### config.mk
export PLATFORM = sky130hd
export DESIGN_NAME = mem_responder
export DESIGN_NICKNAME = d
export VERILOG_FILES = /design/src/rtl/mem_responder.sv
export SDC_FILE = /design/constraint.sdc
export NUM_CORES = 2
export LEC_CHECK = 0
export BUFFER_PORTS_ARGS = -buffer_cell sky130_fd_sc_hd__buf_4
export CELL_PAD_IN_SITES_DETAIL_PLACEMENT = 1
export CELL_PAD_IN_SITES_GLOBAL_PLACEMENT = 2
export CORE_AREA = 3 3 414 416
export DETAILED_ROUTE_END_ITERATION = 10
export DIE_AREA = 0 0 417 419
export PLACE_DENSITY = 0.79
export SYNTH_ARGS = -nofsm -noshare
export SYNTH_HDL_FRONTEND = slang
export SYNTH_SLANG_ARGS = --single-unit
export TNS_END_PERCENT = 20
### constraint.sdc
create_clock -name clk -period 3.9 [get_ports clk]
set_input_delay 0 -clock clk [delete_from_list [all_inputs] [get_ports clk]]
set_output_delay 0 -clock clk [all_outputs]
set_load 0.02 [all_outputs]
### src/rtl/mem_responder.sv
// Word-addressed single-port RAM responder behind a req/ready handshake.
// Latency: ready pulses LATENCY+1 cycles after the accepting edge; one access per LATENCY+2 cycles.
// Backpressure: none queued; req is only taken in IDLE or on the RESP exit edge, ignored otherwise.
module mem_responder #(
  parameter int DEPTH   = 64,
  parameter int LATENCY = 2
) (
  input  logic        clk,
  input  logic        reset,
  input  logic        req,
  input  logic        we,
  input  logic [31:0] addr,
  input  logic [31:0] wdata,
  output logic [31:0] rdata,
  output logic        ready,
  output logic        err
);

  localparam int          AW         = $clog2(DEPTH);
  localparam logic [31:0] ADDR_LIMIT = 32'(DEPTH * 4);

  typedef enum logic [1:0] {
    IDLE = 2'd0,
    WAIT = 2'd1,
    RESP = 2'd2
  } state_t;

  state_t        state_q, state_d;
  logic [3:0]    cnt_q, cnt_d;
  logic          we_q, we_d;
  logic [31:0]   addr_q, addr_d;
  logic [31:0]   wdata_q, wdata_d;
  logic [31:0]   rdata_q, rdata_d;
  logic          ready_q, ready_d;
  logic          err_q, err_d;

  logic [31:0]   mem_q [DEPTH];

  logic          fault;
  logic [AW-1:0] idx;
  logic          mem_we;

  // Decode the latched address: misaligned or beyond the array is a fault.
  always_comb begin
    fault  = (addr_q[1:0] != 2'b00) || (addr_q >= ADDR_LIMIT);
    idx    = addr_q[AW+1:2];
    mem_we = (state_q == WAIT) && (cnt_q == 4'd0) && we_q && !fault;
  end

  // Next-state logic. The RESP exit edge doubles as an acceptance edge so
  // that a held req sustains one access every LATENCY+2 cycles.
  always_comb begin
    state_d = state_q;
    cnt_d   = cnt_q;
    we_d    = we_q;
    addr_d  = addr_q;
    wdata_d = wdata_q;
    rdata_d = 32'd0;
    ready_d = 1'b0;
    err_d   = 1'b0;
    case (state_q)
      IDLE, RESP: begin
        if (req) begin
          we_d    = we;
          addr_d  = addr;
          wdata_d = wdata;
          cnt_d   = 4'(LATENCY);
          state_d = WAIT;
        end else begin
          state_d = IDLE;
        end
      end
      WAIT: begin
        if (cnt_q == 4'd0) begin
          state_d = RESP;
          ready_d = 1'b1;
          err_d   = fault;
          rdata_d = (fault || we_q) ? 32'd0 : mem_q[idx];
        end else begin
          cnt_d = cnt_q - 4'd1;
        end
      end
      default: state_d = IDLE;
    endcase
  end

  // Control state and registered outputs with synchronous active-low reset.
  always_ff @(posedge clk) begin
    if (!reset) begin
      state_q <= IDLE;
      cnt_q   <= 4'd0;
      we_q    <= 1'b0;
      addr_q  <= 32'd0;
      wdata_q <= 32'd0;
      rdata_q <= 32'd0;
      ready_q <= 1'b0;
      err_q   <= 1'b0;
    end else begin
      state_q <= state_d;
      cnt_q   <= cnt_d;
      we_q    <= we_d;
      addr_q  <= addr_d;
      wdata_q <= wdata_d;
      rdata_q <= rdata_d;
      ready_q <= ready_d;
      err_q   <= err_d;
    end
  end

  // RAM contents survive reset; a reset on the commit edge suppresses the write.
  always_ff @(posedge clk) begin
    if (reset && mem_we) begin
      mem_q[idx] <= wdata_q;
    end
  end

  assign rdata = rdata_q;
  assign ready = ready_q;
  assign err   = err_q;

endmodule
==> out/metrics.yaml <==
run_status: "complete, no violations"
place_congestion: 0.8223
crit_buf_inv: 2
wl_met1_microns: 102000
grt_pass1_vias: 50280
final_common_cell: "edfxtp_1"
synth-seq-cells: 2153
cpMaxStageDelayCell: "nor3b_2"
setup_violations: 0
slew_viol_final: 0
wl_met2_microns: 131800
p_seq_frac: 0.524
yosysTopAreaCell: "edfxtp_1"
rows: 150
synthFlopType: "edfxtp_1"
grt_usage: 0.3134
grt_max_degree: 70
leakage_nw: 31.54
p_per_area_nw_per_um2: 504.7
drt-wirelength-per-cell_microns: 37.56
max_stage_delay_ns: 0.77
utilization: 0.5779
fin_crit_sh: 0.9365
finalWirelength_microns: 274000
p_sw_frac: 0.2253
syn_inst: 4408
first_pass_iters: 6
slew_headroom: 0.03989
clockRootBuffer: "clkbuf_16"
ios: 102
fin_nets: 4974
die_h_microns: 419
coreArea_sq_um: 167600
overflow: 0
pwr-share-comb: 0.063
tightest_slew_ns: 1.440
layout-drive-gt1-share: 0.2287
yosys-top-cells-area: "edfxtp_1, mux4_2, mux2i_1"
die-width_microns: 417
start_kind: "register"
end_kind: "register"
min_period_ns: 3.652
clock_sinks: 2153
synth_edf_count: 2048
rsz0062_at_grt: "no"
hold_class: "primary input to register"
numPortBuffers: 101
path_delay_family: "compound AO/OA/AOI/OAI gates"
die_area_sq_um: 174700
h-tree-depth: 4
power.switching_mw: 11.01
synth_nets: 4478
final_cell_mix: "edfxtp_1, buf_4, mux2i_1"
hold_viol_final: 0
synth.top_cell.area_share: 0.7475
vias_per_cell: 6.657
antenna_found_initial: 14
hold_slack_ns: 0.03141
syn_avg_cell_area_sq_um: 18.66
clk_pin_slew_worst_paths_ns: 0.06
tns_ns: 0
crit_path_frequent_cell: "buf_4"
cts.path.max_buffers: 3
yosys_warnings: 0
ys_async_sr_fraction: 0
ant_nets: 0
intPower_mw: 37.86
crit_type: "register to register"
worstPathCellList: "buf_4 > nor2b_4 > buf_4 > a22oi_1 > a21oi_1 > o21ai_0 > nor3b_2 > a31oi_1"
max_cap_viol_count: 0
drt_iter0_drc: 6894
wl_met3_microns: 28560
dp.cells: 6692
arrival_ns: 4.34
clk_latency_ns: 0.86
fin_cells: 7294
top_layer: "met5"
syn-cell-area_sq_um: 82280
tritoncts: "done"
numCtsBuffers: 209
start_util: 0.4909
vias: 48550
cp.required_ns: 4.59
dp_hpwl_microns: 154000
drc: 0
ir_drop_v: 0.0004826
seq_area_frac_synth: 0.7730
critPathMaxFanout: 24
fin_skew_ns: 0.03528
grt_pass1_wl_microns: 386800
area_growth_syn_to_layout_pct: 17.71
synth.distinct_cells: 66
max_freq_mhz: 273.8
pwr-share-clk: 0.413
[per-stage QoR]
step | total power [mW] | cell area (sq um) | setup WS [ns]
3_5_place_dp | 28.90 | 88030 | 0.09168
4_1_cts | 48.87 | 96810 | 0.04546
6_report | 48.88 | 96850 | 0.2475
2_1_floorplan | 27.60 | 82280 | 0.5220
3_3_place_gp | 28.82 | 88030 | 0.1590
5_1_grt | 50.08 | 96850 | 0.1747
[final timing paths]
check                                 start          end  slack (ns)  cells after the start
worst max register to register    addr_q[2]    rdata[14]        0.25                      8
worst min register to register  wdata_q[18]  wdata_q[18]        0.47                      2
worst min-delay path                    req  wdata_q[15]        0.03                      4
worst max-delay path              addr_q[2]    rdata[14]        0.25                      8
[power by group through the flow]
| stage | registers [mW] | clock network (mW) | logic (mW) |
|---|---|---|---|
| 6_report | 25.6 | 20.2 | 3.08 |
| 5_1_grt | 25.6 | 21.3 | 3.20 |
| 4_1_cts | 25.6 | 20.3 | 2.99 |
| 3_5_place_dp | 26.1 | 0 | 2.79 |
| 3_3_place_gp | 26.1 | 0 | 2.72 |
| 2_1_floorplan | 26.1 | 0 | 1.49 |
[Yosys cell counts, types with 7 or more instances]
cell / instances
clkbuf_1: 103
mux4_2: 202
o21ai_0: 89
o22ai_1: 49
nand2_1: 212
o22a_1: 13
buf_2: 119
a2bb2oi_1: 17
mux2i_1: 220
o2bb2ai_1: 13
a22o_1: 43
buf_1: 17
a21boi_0: 65
buf_4: 48
a21oi_1: 133
a211oi_1: 18
dfxtp_1: 105
nor2b_1: 16
a221oi_1: 178
o221ai_1: 9
a221o_1: 41
nor3_1: 15
nor2_1: 153
edfxtp_1: 2048
mux2_2: 142
and3_1: 7
a22oi_1: 175
nor4_1: 8
buf_6: 18
a31oi_1: 32
a41oi_1: 7
nand3_1: 19
[logic make-up after synthesis]
group                    count (synthesis)  synth area share
XOR/XNOR                                 2         0.0002129
multiplexers                           566            0.1018
adder cells (fa/ha/maj)                  2         0.0003041
flip-flops                            2153            0.7730
AND/OR/NAND/NOR                        460           0.02368
buffers and inverters                  312           0.01988
AO/OA/AOI/OAI                          913           0.08113
[state kept, by name (all words and copies together) (netlist names)]
signal and flops:
addr_q 32, cnt_q 4, err 1, mem_q 2048, rdata 32, ready 1
state_q 2, wdata_q 32, we_q 1
[repair_timing]
item | 4_1_cts | 5_1_grt
gates resized for setup | 0 | 1
setup endpoints to repair | 0 | 1
hold buffers | 204 | 0
setup buffers | 0 | 0
hold endpoints to repair | 73 | 0
[routing by layer]
layer | vias up | GRT usage
met1 | 25560 | 0.4210
met4 | 10 | 0.1186
met5 | - | 0
met2 | 3206 | 0.5089
met3 | 654 | 0.06354
li1 | 19120 | -
[area by class of cell]
type	instances	area [sq um]
fillers	14520	70750
flip-flops and latches	2153	63650
multi-input cells	1943	17640
repair buffers	590	6016
clock buffers	266	5609
well taps	2204	2758
clock inverters	126	1127
inverters	7	36.28
diodes	5	12.51
[tightest hold or removal path: stages]
cell and delay (ns):
buf_4 0.12, nor2b_4 0.26, nand2_1 0.28, a21boi_0 0.16
Note: power is estimated with default switching activity, not from simulation.
